**src/rtl/parity_check_arbiter_if.sv**
```systemverilog
// Bundle of request/response and shared-checker signals for parity_check_arbiter.
// The requester/checker side uses the master modport; the arbiter uses slave.
interface parity_check_arbiter_if #(
    parameter int unsigned NUM_REQ = 4
);
    logic [NUM_REQ-1:0]   REQ_VALID;
    logic [8*NUM_REQ-1:0] REQ_DATA;
    logic [NUM_REQ-1:0]   REQ_PARITY;
    logic [NUM_REQ-1:0]   REQ_GRANT;
    logic [NUM_REQ-1:0]   RSP_DONE;
    logic                 RSP_OK;
    logic [7:0]           CHK_DATA;
    logic                 CHK_PARITY;
    logic                 CHK_DATA_VALID;
    logic                 BUSY;

    modport master (
        output REQ_VALID, REQ_DATA, REQ_PARITY, CHK_DATA_VALID,
        input  REQ_GRANT, RSP_DONE, RSP_OK, CHK_DATA, CHK_PARITY, BUSY
    );

    modport slave (
        input  REQ_VALID, REQ_DATA, REQ_PARITY, CHK_DATA_VALID,
        output REQ_GRANT, RSP_DONE, RSP_OK, CHK_DATA, CHK_PARITY, BUSY
    );
endinterface

```
**src/rtl/parity_check_arbiter.sv**
```systemverilog
// Round-robin arbiter sharing one parity checker among NUM_REQ requesters.
// Optional error counter (ERR_COUNT/ERR_CLR) enabled by PARITY_ARB_ERR_COUNT_EN.
module parity_check_arbiter #(
    parameter int unsigned NUM_REQ       = 4,
    parameter int unsigned RESULT_WINDOW = 2
) (
    input logic                   FAST_CLOCK,
    input logic                   RESET_N,
    parity_check_arbiter_if.slave bus
`ifdef PARITY_ARB_ERR_COUNT_EN
    ,
    output logic [7:0]            ERR_COUNT,
    input  logic                  ERR_CLR
`endif
);
    localparam int unsigned   PW       = $clog2(NUM_REQ);
    localparam int unsigned   CW       = $clog2(RESULT_WINDOW + 1);
    localparam logic [CW-1:0] CNT_LAST = CW'(RESULT_WINDOW);
    localparam logic [PW-1:0] IDX_LAST = PW'(NUM_REQ - 1);

    typedef enum logic [1:0] {
        S_IDLE,
        S_ISSUE,
        S_WAIT,
        S_RESPOND
    } state_e;

    state_e        state_q, state_d;
    logic [PW-1:0] ptr_q, ptr_d;
    logic [PW-1:0] win_q, win_d;
    logic [CW-1:0] cnt_q, cnt_d;
    logic          hit_q, hit_d;
    logic [7:0]    chk_data_q, chk_data_d;
    logic          chk_parity_q, chk_parity_d;

    logic               found;
    logic [PW-1:0]      pick;
    int unsigned        sum;
    logic [NUM_REQ-1:0] win_onehot;
    logic [7:0]         sel_data;
    logic               sel_parity;

    // Scan PTR, PTR+1, ... with explicit wrap so non-power-of-2 NUM_REQ works.
    always_comb begin
        found = 1'b0;
        pick  = ptr_q;
        sum   = 0;
        for (int unsigned k = 0; k < NUM_REQ; k++) begin
            sum = 32'(ptr_q) + k;
            if (sum >= NUM_REQ) sum = sum - NUM_REQ;
            if (!found && bus.REQ_VALID[PW'(sum)]) begin
                found = 1'b1;
                pick  = PW'(sum);
            end
        end
    end

    always_comb begin
        win_onehot = '0;
        sel_data   = '0;
        sel_parity = 1'b0;
        for (int unsigned i = 0; i < NUM_REQ; i++) begin
            if (win_q == PW'(i)) begin
                win_onehot[i] = 1'b1;
                sel_data      = bus.REQ_DATA[8*i +: 8];
                sel_parity    = bus.REQ_PARITY[i];
            end
        end
    end

    always_comb begin
        state_d      = state_q;
        ptr_d        = ptr_q;
        win_d        = win_q;
        cnt_d        = cnt_q;
        hit_d        = hit_q;
        chk_data_d   = chk_data_q;
        chk_parity_d = chk_parity_q;
        unique case (state_q)
            S_IDLE: begin
                if (found) begin
                    win_d   = pick;
                    state_d = S_ISSUE;
                end
            end
            S_ISSUE: begin
                chk_data_d   = sel_data;
                chk_parity_d = sel_parity;
                hit_d        = 1'b0;
                cnt_d        = '0;
                state_d      = S_WAIT;
            end
            S_WAIT: begin
                // cnt_q==0 sees the checker's response to the previous byte.
                if (cnt_q != '0) hit_d = hit_q | bus.CHK_DATA_VALID;
                if (cnt_q == CNT_LAST) state_d = S_RESPOND;
                else                   cnt_d   = cnt_q + 1'b1;
            end
            S_RESPOND: begin
                ptr_d   = (win_q == IDX_LAST) ? '0 : win_q + 1'b1;
                state_d = S_IDLE;
            end
            default: state_d = S_IDLE;
        endcase
    end

    always_ff @(posedge FAST_CLOCK) begin
        if (!RESET_N) begin
            state_q      <= S_IDLE;
            ptr_q        <= '0;
            win_q        <= '0;
            cnt_q        <= '0;
            hit_q        <= 1'b0;
            chk_data_q   <= '0;
            chk_parity_q <= 1'b0;
        end else begin
            state_q      <= state_d;
            ptr_q        <= ptr_d;
            win_q        <= win_d;
            cnt_q        <= cnt_d;
            hit_q        <= hit_d;
            chk_data_q   <= chk_data_d;
            chk_parity_q <= chk_parity_d;
        end
    end

    assign bus.REQ_GRANT  = (state_q != S_IDLE) ? win_onehot : '0;
    assign bus.RSP_DONE   = (state_q == S_RESPOND) ? win_onehot : '0;
    assign bus.RSP_OK     = (state_q == S_RESPOND) && hit_q;
    assign bus.BUSY       = (state_q != S_IDLE);
    assign bus.CHK_DATA   = chk_data_q;
    assign bus.CHK_PARITY = chk_parity_q;

`ifdef PARITY_ARB_ERR_COUNT_EN
    logic [7:0] err_count_q, err_count_d;

    always_comb begin
        err_count_d = err_count_q;
        if (ERR_CLR)
            err_count_d = '0;
        else if (state_q == S_RESPOND && !hit_q && err_count_q != 8'hFF)
            err_count_d = err_count_q + 8'd1;
    end

    always_ff @(posedge FAST_CLOCK) begin
        if (!RESET_N) err_count_q <= '0;
        else          err_count_q <= err_count_d;
    end

    assign ERR_COUNT = err_count_q;
`endif
endmodule

```
**src/flat_wrapper.sv**
```systemverilog
// flat-port wrapper written by rule: the top's interface ports become plain ports
module parity_check_arbiter_flat 
#(
    parameter int unsigned NUM_REQ       = 4,
    parameter int unsigned RESULT_WINDOW = 2
)
  (FAST_CLOCK, RESET_N, bus_REQ_VALID, bus_REQ_DATA, bus_REQ_PARITY, bus_CHK_DATA_VALID, bus_REQ_GRANT, bus_RSP_DONE, bus_RSP_OK, bus_CHK_DATA, bus_CHK_PARITY, bus_BUSY);
  parity_check_arbiter_if #(.NUM_REQ(NUM_REQ)) bus_i ();
  input logic FAST_CLOCK;
  input logic RESET_N;
  input wire logic [$bits(bus_i.REQ_VALID)-1:0] bus_REQ_VALID;
  input wire logic [$bits(bus_i.REQ_DATA)-1:0] bus_REQ_DATA;
  input wire logic [$bits(bus_i.REQ_PARITY)-1:0] bus_REQ_PARITY;
  input wire logic [$bits(bus_i.CHK_DATA_VALID)-1:0] bus_CHK_DATA_VALID;
  output wire logic [$bits(bus_i.REQ_GRANT)-1:0] bus_REQ_GRANT;
  output wire logic [$bits(bus_i.RSP_DONE)-1:0] bus_RSP_DONE;
  output wire logic [$bits(bus_i.RSP_OK)-1:0] bus_RSP_OK;
  output wire logic [$bits(bus_i.CHK_DATA)-1:0] bus_CHK_DATA;
  output wire logic [$bits(bus_i.CHK_PARITY)-1:0] bus_CHK_PARITY;
  output wire logic [$bits(bus_i.BUSY)-1:0] bus_BUSY;
  assign bus_i.REQ_VALID = bus_REQ_VALID;
  assign bus_i.REQ_DATA = bus_REQ_DATA;
  assign bus_i.REQ_PARITY = bus_REQ_PARITY;
  assign bus_i.CHK_DATA_VALID = bus_CHK_DATA_VALID;
  assign bus_REQ_GRANT = bus_i.REQ_GRANT;
  assign bus_RSP_DONE = bus_i.RSP_DONE;
  assign bus_RSP_OK = bus_i.RSP_OK;
  assign bus_CHK_DATA = bus_i.CHK_DATA;
  assign bus_CHK_PARITY = bus_i.CHK_PARITY;
  assign bus_BUSY = bus_i.BUSY;
  parity_check_arbiter #(.NUM_REQ(NUM_REQ), .RESULT_WINDOW(RESULT_WINDOW)) u_core (.FAST_CLOCK(FAST_CLOCK), .RESET_N(RESET_N), .bus(bus_i));
endmodule
```
**config.mk**
```make
export PLATFORM = sky130hd
export DESIGN_NAME = parity_check_arbiter_flat
export DESIGN_NICKNAME = d
export VERILOG_FILES = /design/src/rtl/parity_check_arbiter_if.sv /design/src/rtl/parity_check_arbiter.sv /design/src/flat_wrapper.sv
export SDC_FILE = /design/constraint.sdc
export NUM_CORES = 1
export LEC_CHECK = 0
export CAP_MARGIN = 0
export CORE_ASPECT_RATIO = 0.7
export CORE_MARGIN = 3
export CORE_UTILIZATION = 43
export CTS_BUF_LIST = sky130_fd_sc_hd__clkbuf_8 sky130_fd_sc_hd__clkbuf_16
export CTS_CLUSTER_SIZE = 8
export DETAILED_ROUTE_END_ITERATION = 8
export PLACE_DENSITY = 0.85
export SYNTH_ARGS = -nofsm -noshare
export SYNTH_HDL_FRONTEND = slang
export SYNTH_SLANG_ARGS = --single-unit
```
**constraint.sdc**
```tcl
create_clock -name FAST_CLOCK -period 4.61 [get_ports FAST_CLOCK]
set_input_delay 0.922 -clock FAST_CLOCK [delete_from_list [all_inputs] [get_ports FAST_CLOCK]]
set_output_delay 0.922 -clock FAST_CLOCK [all_outputs]
set_load 0.01 [all_outputs]
```
==> results of run 1 <==
[per-layer routing]
metal	GRT usage, %	routed length, um	vias up	share of wire, %
li1	-	-	644	-
met5	0	0	-	0
met4	4.78	23	0	0.63
met3	7.27	267	4	7.4
met2	36.1	1730	61	48
met1	27.6	1610	586	44
[cells in the final DEF, fill, tap and decap left out]
master / netlist / layout
a211o_1: 10 / 10
clkdlybuf4s50_1: 0 / 61
o21a_1: 1 / 1
nor3b_1: 1 / 1
nand3_1: 3 / 3
a211oi_1: 1 / 1
clkbuf_8: 0 / 3
o211a_1: 1 / 1
o41ai_2: 1 / 1
and2_1: 5 / 5
nand2_1: 13 / 13
ha_1: 11 / 11
nor2_1: 4 / 4
inv_1: 18 / 18
o41ai_1: 1 / 1
a221oi_1: 9 / 9
nand2b_1: 3 / 3
o21ai_0: 10 / 10
mux2i_1: 4 / 4
nor2b_1: 9 / 9
nor4_4: 1 / 1
dfxtp_1: 18 / 18
a22oi_1: 1 / 1
a21oi_1: 5 / 5
nor2b_2: 1 / 1
a31oi_1: 9 / 9
a21boi_0: 1 / 1
[sequential cells by signal (all words and copies together), names as in the netlist]
signal	flops
u_core.win_q	2
u_core.bus.CHK_DATA	8
u_core.cnt_q	2
u_core.hit_q	1
u_core.bus.CHK_PARITY	1
u_core.ptr_q	2
u_core.state_q	2
[where the power goes]
part / internal [W] / switching (W) / total, W
registers: 0.000206 / 0.0000386 / 0.000245
clock network: 0.0000581 / 0.0000529 / 0.000111
logic: 0.000226 / 0.000206 / 0.000432
total: 0.000490 / 0.000298 / 0.000788
[per-stage QoR]
step / util [%] / instances / worst slack (ns) / hold slack [ns] / total power, W
floorplan: - / 151 / 2.64 / 0.469 / 0.000498
global placement: 70.7 / 236 / 1.98 / 0.486 / 0.000660
detailed placement: 70.7 / 236 / 1.88 / 0.522 / 0.000674
CTS: 72.3 / 239 / 1.61 / 0.534 / 0.000788
global route: 72.3 / 239 / 1.49 / 0.583 / 0.000844
finish: 72.3 / 239 / 1.60 / 0.525 / 0.000788
[worst register-to-register path, stage by stage (launching register included)]
cell and delay [ns]:
dfxtp_1 0.39, inv_1 0.08, ha_1 0.34, nor2b_2 0.41, a221oi_1 0.16, a211o_1 0.31, a31oi_1 0.18
[cells by family (layout without fill, tap and decap cells)]
| kind of cell | count (synthesis) | after routing |
|---|---|---|
| adders and majority gates | 11 | 11 |
| and+or+nand+nor | 40 | 40 |
| DFF | 18 | 18 |
| muxes | 4 | 4 |
| AOI/OAI and AO/OA | 50 | 50 |
| buffers and inverters | 28 | 82 |
[cell type report]
class	instances	area [um2]
multi-input cells	105	763
well taps	34	42.5
fillers	193	723
flip-flops and latches	18	360
clock buffers	3	41.3
inverters	18	67.6
repair buffers	61	611
[how the worst max path moves through the flow]
| stage | from | to | slack, ns | cells after the start |
|---|---|---|---|---|
| 6_report | u_core.win_q[0] | bus_RSP_DONE[3] | 1.60 | 3 |
| 5_1_grt | u_core.win_q[0] | bus_REQ_GRANT[2] | 1.49 | 4 |
| 4_1_cts | u_core.win_q[0] | bus_RSP_DONE[3] | 1.61 | 3 |
| 3_5_place_dp | u_core.win_q[0] | bus_RSP_DONE[3] | 1.88 | 3 |
| 3_3_place_gp | u_core.win_q[0] | bus_REQ_GRANT[3] | 1.98 | 3 |
| 2_1_floorplan | u_core.win_q[0] | bus_REQ_GRANT[2] | 2.64 | 4 |
==> qor.yml, run 1 <==
io_buffers: 61
core_mm2: 0.00261
die_h_um: 51.0
yosysWarningCount: 0
ys_types: 29
cts-root-buf: "clkbuf_8"
reg2regPathDepth: 6
vdd_drop_max_v: 0.000224
hold-path-endpoint: "u_core.state_q[1]"
required_ns: 3.69
skew_ns: 0.00527
rr_startpoint: "u_core.win_q[1]"
fin_setup_tns_ns: 0
clk_latency_ns: 0.25
ys_ff_latch: 18
worstPathMaxFanout: 21
syn_avg_cell_area_um2: 8.22
synthSimpleGateAreaFrac_pct: 17.9
drtPass1Iterations: 5
critPathKind: "reg -> out"
synth_top_family_by_area: "compound AO/OA/AOI/OAI gates"
antenna_found_initial: 0
gp_congestion: 0.838
synthMuxAreaShare_pct: 3.23
ctsResizeCount: 0
synth.top_cell.area_share_pct: 29.0
min_path_cells: 2
grt_use_total_pct: 21.7
hold_viol: 0
syn_to_final_growth_pct: 51.9
placed_area_mm2: 0.00184
grt_pass1_wl_um: 6220
drt_iter0_drc: 69
drtAntennaViolNets: 0
slew-limit-headroom_pct: 53.1
cts_buffers: 3
synth_largest_area_cell: "dfxtp_1"
post_cts_buffers: 0
crit_buf_inv: 1
h-tree-depth: 1
min_path_type: "reg -> reg"
yosys.area_share.adder_pct: 11.1
min-delay-start: "u_core.state_q[1]"
crit_chain: "ha_1, and2_1, clkdlybuf4s50_1"
arrival_ns: 2.09
synth_common_cells: "18 x dfxtp_1, 18 x inv_1, 13 x nand2_1"
maxSlewViolCount: 0
totalWireLength_um: 3630
postLayoutCellArea_mm2: 0.00189
rsz0062_at_grt: "false"
path_clk_slew_ns: 0.07
slowest_stage: "ha_1"
vias: 1295
status: "finished, final reports clean"
grt_pass1_vias: 1331
vias_per_cell: 5.42
grt_max_degree: 22
synth_compound_area_share_pct: 29.2
timing.fmax_mhz: 332
placementRows: 15
cts.sinks: 18
ys_seq_area_share_pct: 29.0
min_period_over_period_pct: 65.3
hold_buffers: 0
drcViolationCount: 0
min_period_ns: 3.01
syn_nets: 205
hpwl_um: 2780
dieArea_mm2: 0.00358
synth_xor_area_share_pct: 0
cp_top_family: "adder cells"
synthCells: 151
final-setup-viol-count: 0
end_kind: "output pin"
drive_above_1_share_pct: 2.93
cts_tree: "yes"
final_nets: 261
synth_flop_cell: "dfxtp_1"
die_w_um: 70.2
diodes: 0
overflow: 0
regToRegSetupSlack_ns: 2.67
ios: 62
slowest_delay_ns: 0.64
syn_area_mm2: 0.00124
max_slew.worst_pin.slew_ns: 0.703
wl_per_cell_um: 15.2
timing.rr.end: "u_core.bus.CHK_DATA[1]"
max-cap-violations: 0
p_leak_nw: 0.741
start_util_pct: 47.6
async_flop_share_pct: 0
synth_edf_count: 0
worst_setup_path_start_kind: "flop"
ys_top_cells_by_area: "dfxtp_1 29%, ha_1 11%, a211o_1 7.1%, a221oi_1 6.4%, inv_1 5.4%"
ctsLongestPathBuffers: 2
power_density_mw_per_mm2: 418
(Power assumes the default switching activity.)
==> inputs of run 2 (changes only) <==
--- a/config.mk
+++ b/config.mk
@@ -8,11 +8,11 @@
 export CAP_MARGIN = 0
 export CORE_ASPECT_RATIO = 0.7
 export CORE_MARGIN = 3
-export CORE_UTILIZATION = 43
+export CORE_UTILIZATION = 40
 export CTS_BUF_LIST = sky130_fd_sc_hd__clkbuf_8 sky130_fd_sc_hd__clkbuf_16
 export CTS_CLUSTER_SIZE = 8
 export DETAILED_ROUTE_END_ITERATION = 8
-export PLACE_DENSITY = 0.85
+export PLACE_DENSITY = 0.8
 export SYNTH_ARGS = -nofsm -noshare
 export SYNTH_HDL_FRONTEND = slang
 export SYNTH_SLANG_ARGS = --single-unit
==> constraint.sdc (replaced) <==
create_clock -name FAST_CLOCK -period 3.1 [get_ports FAST_CLOCK]
set_input_delay 0.62 -clock FAST_CLOCK [delete_from_list [all_inputs] [get_ports FAST_CLOCK]]
set_output_delay 0.62 -clock FAST_CLOCK [all_outputs]
set_load 0.01 [all_outputs]
==> qor.yml, run 2 (same netlist as run 1, synthesis figures left out) <==
gp_congestion: 0.836  # was 0.838
path_depth: 4  # was 3
layout.cells.non_filler: 244  # was 239
crit_start: "u_core.win_q[0]"  # unchanged
layout_common_cells: "61 x clkdlybuf4s50_1, 18 x inv_1, 18 x dfxtp_1, 13 x nand2_1, 11 x ha_1"  # unchanged
drtPass1Iterations: 4  # was 5
wl_per_cell_um: 14.3  # was 15.2 um
power_density_mw_per_mm2: 624  # was 418 mW/mm2
syn_to_final_growth_pct: 54.4  # was 51.9%
end_kind: "output pin"  # unchanged
crit_buf_inv: 2  # was 1
required_ns: 2.48  # was 3.69 ns
largest_register_ffs: 8  # unchanged
core_mm2: 0.00288  # was 0.00261 mm2
drcViolationCount: 0  # unchanged
min_period_ns: 2.66
cp_top_family: "buffers and inverters"  # was adder cells
max_slew.worst_pin.slew_ns: 0.650  # was 0.703 ns
ios: 62  # unchanged
io_buffers: 61  # unchanged
rr_startpoint: "u_core.win_q[1]"  # unchanged
drive_above_1_share_pct: 4.33  # was 2.93%
dieArea_mm2: 0.00382  # was 0.00358 mm2
slowest_delay_ns: 0.58  # was 0.64 ns
placementRows: 16  # was 15
min_path_type: "reg -> reg"  # unchanged
reg2regPathDepth: 6  # unchanged
rsz0062_at_grt: "false"  # unchanged
die_w_um: 72.6  # was 70.2 um
drtAntennaViolNets: 0  # unchanged
ctsLongestPathBuffers: 2  # unchanged
die_h_um: 52.6  # was 51.0 um
vias_per_cell: 5.30  # was 5.42
totalWireLength_um: 3480  # was 3630 um
grt_pass1_vias: 1263  # was 1331
critPathKind: "reg -> out"  # unchanged
cts_buffers: 3  # unchanged
fillers: 242  # was 193
maxSlewViolCount: 0  # unchanged
drt_iter0_drc: 57  # was 69
vias: 1293  # was 1295
place_inst: 240  # was 236
grt_use_total_pct: 19.2  # was 21.7%
hold_viol: 0  # unchanged
start_util_pct: 43.1  # was 47.6%
worst_setup_path_start_kind: "flop"  # unchanged
cts-root-buf: "clkbuf_8"  # unchanged
overflow: 0  # unchanged
status: "finished, final reports clean"  # unchanged
skew_ns: 0.000981  # was 0.00527 ns
antenna_found_initial: 0  # unchanged
min-delay-start: "u_core.state_q[1]"  # unchanged
diodes: 0  # unchanged
max-cap-violations: 0  # unchanged
min_period_over_period_pct: 85.9
timing.fmax_mhz: 376
clk_latency_ns: 0.25  # about the same
arrival_ns: 2.04  # was 2.09 ns
slew-limit-headroom_pct: 56.7  # was 53.1%
final-setup-viol-count: 0  # unchanged
cts_tree: "yes"  # unchanged
path_clk_slew_ns: 0.07  # about the same
final_nets: 263  # was 261
p_leak_nw: 0.759  # was 0.741 nW
hold_buffers: 0  # unchanged
min_path_cells: 2  # unchanged
grt_max_degree: 21  # was 22
h-tree-depth: 1  # unchanged
post_cts_buffers: 0  # unchanged
worstPathMaxFanout: 20  # was 21
crit_chain: "inv_1, ha_1, nor2b_1, clkdlybuf4s50_1"  # was ha_1, and2_1, clkdlybuf4s50_1
grt_pass1_wl_um: 5750  # was 6220 um
ctsResizeCount: 0  # unchanged
cts.sinks: 18  # unchanged
fin_setup_tns_ns: 0  # unchanged
slowest_stage: "ha_1"  # unchanged
layout_commonest_cell: "clkdlybuf4s50_1"  # unchanged
vdd_drop_max_v: 0.000318  # was 0.000224 V
hpwl_um: 2720  # was 2780 um
[run 2: cell count changes in the layout (fill, tap and decap cells not counted), sizes merged]
cell	before	now
buf	0	2
clkbuf	3	4
[run 2: final cells by class]
| cell class | instances | area, um2 | area share, % |
|---|---|---|---|
| multi-input cells | 105 | 763 | 39.8 |
| flip-flops and latches | 18 | 360 | 18.8 |
| repair buffers | 63 | 626 | 32.6 |
| well taps | 36 | 45.0 | 2.35 |
| inverters | 18 | 67.6 | 3.52 |
| clock buffers | 4 | 55.1 | 2.87 |
[run 2: path summary, 6_finish.rpt]
| check | endpoint | slack [ns] |
|---|---|---|
| setup / recovery | bus_REQ_GRANT[2] | 0.44 |
| hold / removal | u_core.state_q[1] | 0.51 |
| hold reg to reg | u_core.state_q[1] | 0.51 |
| setup reg to reg | u_core.bus.CHK_DATA[2] | 1.17 |
[run 2: through the flow]
| stage | utilization, % | hold slack [ns] | cell area [um2] | setup slack (ns) | power, W |
|---|---|---|---|---|---|
| 4_1_cts | 66.5 | 0.516 | 1920 | 0.444 | 0.00121 |
| 3_5_place_dp | 64.6 | 0.500 | 1860 | 0.735 | 0.00101 |
| 6_report | 66.5 | 0.513 | 1920 | 0.438 | 0.00120 |
| 3_3_place_gp | 64.6 | 0.484 | 1860 | 0.798 | 0.000985 |
| 2_1_floorplan | - | 0.469 | 1240 | 1.43 | 0.000741 |
| 5_1_grt | 66.5 | 0.561 | 1920 | 0.312 | 0.00128 |
[run 2: where the power goes]
part           total, W  leakage [nW]  switching [W]  internal, W
clock          0.000190        0.0288      0.0000775     0.000113
sequential     0.000357         0.148      0.0000505     0.000307
combinational  0.000648         0.582       0.000310     0.000338
total           0.00120         0.759       0.000438     0.000758
[run 2: layer usage]
layer | vias to the layer above | global-route usage (%) | share of wire (%)
met4 | 0 | 4.60 | 0.83
met1 | 600 | 23.8 | 45
li1 | 648 | - | -
met5 | - | 0 | 0
met2 | 41 | 32.8 | 48
met3 | 4 | 5.36 | 5.8
[run 2: worst register-to-register path, cell delays in order, from the launching register on]
cell and delay (ns):
dfxtp_1 0.38, inv_1 0.08, ha_1 0.33, nor2b_2 0.41, a221oi_1 0.15, a211o_1 0.32
a31oi_1 0.17
==> inputs of run 3 (changes only) <==
--- a/config.mk
+++ b/config.mk
@@ -8,11 +8,11 @@
 export CAP_MARGIN = 0
 export CORE_ASPECT_RATIO = 0.7
 export CORE_MARGIN = 3
-export CORE_UTILIZATION = 40
+export CORE_UTILIZATION = 36
 export CTS_BUF_LIST = sky130_fd_sc_hd__clkbuf_8 sky130_fd_sc_hd__clkbuf_16
 export CTS_CLUSTER_SIZE = 8
 export DETAILED_ROUTE_END_ITERATION = 8
-export PLACE_DENSITY = 0.8
+export PLACE_DENSITY = 0.76
 export SYNTH_ARGS = -nofsm -noshare
 export SYNTH_HDL_FRONTEND = slang
 export SYNTH_SLANG_ARGS = --single-unit
==> constraint.sdc (replaced) <==
create_clock -name FAST_CLOCK -period 2.26 [get_ports FAST_CLOCK]
set_input_delay 0.452 -clock FAST_CLOCK [delete_from_list [all_inputs] [get_ports FAST_CLOCK]]
set_output_delay 0.452 -clock FAST_CLOCK [all_outputs]
set_load 0.01 [all_outputs]
==> qor.yml, run 3 (same netlist as run 1, synthesis figures left out) <==
die_w_um: 76.2  # was 72.6 um
wl_per_cell_um: 13.7  # was 14.3 um
placed_area_mm2: 0.00189  # was 0.00186 mm2
slew-limit-headroom_pct: 60.8  # was 56.7%
skew_ns: 0.000780  # was 0.000981 ns
crit_buf_inv: 1  # was 2
drt_iter0_drc: 53  # was 57
placementRows: 17  # was 16
grt_pass1_wl_um: 5730  # was 5750 um
slowest_stage: "clkdlybuf4s50_1"  # was ha_1
hold_viol: 0  # unchanged
reg2regPathDepth: 7  # was 6
fillers: 298  # was 242
crit_end: "bus_RSP_DONE[2]"  # was bus_REQ_GRANT[2]
fin_setup_tns_ns: 0  # unchanged
final-setup-viol-count: 0  # unchanged
clk_latency_ns: 0.26  # was 0.25 ns
die_h_um: 55.1  # was 52.6 um
h-tree-depth: 1  # unchanged
worst_setup_path_start_kind: "flop"  # unchanged
vias: 1312  # was 1293
max-cap-violations: 0  # unchanged
start_util_pct: 38.4  # was 43.1%
drcViolationCount: 0  # unchanged
multi_input_area_um2: 766  # was 763 um2
crit_chain: "ha_1, and2_1, clkdlybuf4s50_1"  # was inv_1, ha_1, nor2b_1, clkdlybuf4s50_1
cp_top_family: "buffers and inverters"  # unchanged
dieArea_mm2: 0.00420  # was 0.00382 mm2
max_slew.worst_pin.slew_ns: 0.588  # was 0.650 ns
io_buffers: 61  # unchanged
maxSlewViolCount: 0  # unchanged
status: "finished, final reports clean"  # unchanged
gp_congestion: 0.808  # was 0.836
min_path_type: "reg -> reg"  # unchanged
antenna_found_initial: 0  # unchanged
totalWireLength_um: 3530  # was 3480 um
arrival_ns: 1.70  # was 2.04 ns
grt_max_degree: 21  # unchanged
required_ns: 1.81  # was 2.48 ns
end_kind: "output pin"  # unchanged
vias_per_cell: 5.11  # was 5.30
regArea_um2: 360  # unchanged
power_density_mw_per_mm2: 845  # was 624 mW/mm2
min_period_over_period_pct: 95.0
postLayoutCellArea_mm2: 0.00195  # was 0.00192 mm2
grt_use_total_pct: 17.4  # was 19.2%
layout_common_cells: "60 x clkdlybuf4s50_1, 18 x inv_1, 18 x dfxtp_1, 13 x nand2_1"  # was 61 x clkdlybuf4s50_1, 18 x inv_1, 18 x dfxtp_1, 13 x nand2_1, 11 x ha_1
timing.fmax_mhz: 466
ctsLongestPathBuffers: 2  # unchanged
min_period_ns: 2.15
cts_buffers: 3  # unchanged
layout_commonest_cell: "clkdlybuf4s50_1"  # unchanged
p_leak_nw: 0.787  # was 0.759 nW
regToRegSetupSlack_ns: 0.32  # was 1.17 ns
vdd_drop_max_v: 0.000472  # was 0.000318 V
core_mm2: 0.00323  # was 0.00288 mm2
grt_pass1_vias: 1275  # was 1263
rsz0062_at_grt: "false"  # unchanged
critPathKind: "reg -> out"  # unchanged
syn_to_final_growth_pct: 57.2  # was 54.4%
cts-root-buf: "clkbuf_8"  # unchanged
drtPass1Iterations: 6  # was 4
slowest_delay_ns: 0.53  # was 0.58 ns
worstPathMaxFanout: 7  # was 20
timing.rr.end: "u_core.bus.CHK_DATA[7]"  # was u_core.bus.CHK_DATA[2]
final_nets: 265  # was 263
cts_tree: "yes"  # unchanged
largest_register_ffs: 8  # unchanged
cts.sinks: 18  # unchanged
path_clk_slew_ns: 0.07  # about the same
hpwl_um: 2780  # was 2720 um
ios: 62  # unchanged
diodes: 0  # unchanged
overflow: 0  # unchanged
hold_buffers: 0  # unchanged
crit_start: "u_core.state_q[0]"  # was u_core.win_q[0]
drive_above_1_share_pct: 5.71  # was 4.33%
path_depth: 3  # was 4
rr_startpoint: "u_core.win_q[1]"  # unchanged
drtAntennaViolNets: 0  # unchanged
run 3: changes by cell type in the layout (fill, tap and decap cells not counted):
cell | before | now
ha_2 | 0 | 1
buf_4 | 2 | 4
clkdlybuf4s50_1 | 61 | 60
ha_1 | 11 | 10
dlymetal6s2s_1 | 0 | 1
run 3: metal layers:
layer	track usage (%)	vias to the layer above	share of wire, %
li1	-	652	-
met1	20.3	615	44
met2	32.8	43	49
met3	5.83	2	6.7
met4	2.71	0	0.31
met5	0	-	0
run 3: how the worst min path moves through the flow:
stage	start	end	cells past startpoint
3_5_place_dp	u_core.state_q[1]	u_core.state_q[1]	2
2_1_floorplan	u_core.state_q[1]	u_core.state_q[1]	2
5_1_grt	u_core.state_q[1]	u_core.state_q[1]	2
4_1_cts	u_core.state_q[1]	u_core.state_q[1]	2
3_3_place_gp	u_core.state_q[1]	u_core.state_q[1]	2
6_report	u_core.state_q[1]	u_core.state_q[1]	2
run 3: where the power goes:
part | internal [W] | switching, W | leakage [nW]
clock | 0.000155 | 0.000113 | 0.0288
combinational | 0.000474 | 0.000417 | 0.610
sequential | 0.000421 | 0.0000695 | 0.148
run 3: area by class of cell:
type / instances / area share (%)
clock buffer: 4 / 2.82
inverter: 18 / 3.46
multi-input combinational: 105 / 39.3
sequential: 18 / 18.5
tap: 47 / 3.01
timing repair buffer: 65 / 33.0
run 3: timing repair:
action | 4_1_cts | 5_1_grt
cloned | 0 | 0
setup buffers | 0 | 0
setup endpoints to repair | 1 | 1
resized for setup | 1 | 1
run 3: tightest hold or removal path: cells and delay by family, from the launching register on:
kind / cells / cell delay, ns
AND/OR/NAND/NOR: 1 / 0.06
AO/OA/AOI/OAI: 1 / 0.06
flip-flops: 1 / 0.34
run 3: per-stage QoR:
| stage | hold slack, ns | worst slack [ns] | util, % | cells | total power [W] |
|---|---|---|---|---|---|
| 4_1_cts | 0.503 | 0.0866 | 60.3 | 257 | 0.00166 |
| 3_5_place_dp | 0.493 | 0.304 | 58.5 | 253 | 0.00139 |
| 5_1_grt | 0.545 | 0.0465 | 60.3 | 257 | 0.00178 |
| 6_report | 0.498 | 0.112 | 60.3 | 257 | 0.00165 |
| 2_1_floorplan | 0.469 | 0.756 | - | 151 | 0.00102 |
| 3_3_place_gp | 0.482 | 0.366 | 58.5 | 253 | 0.00136 |
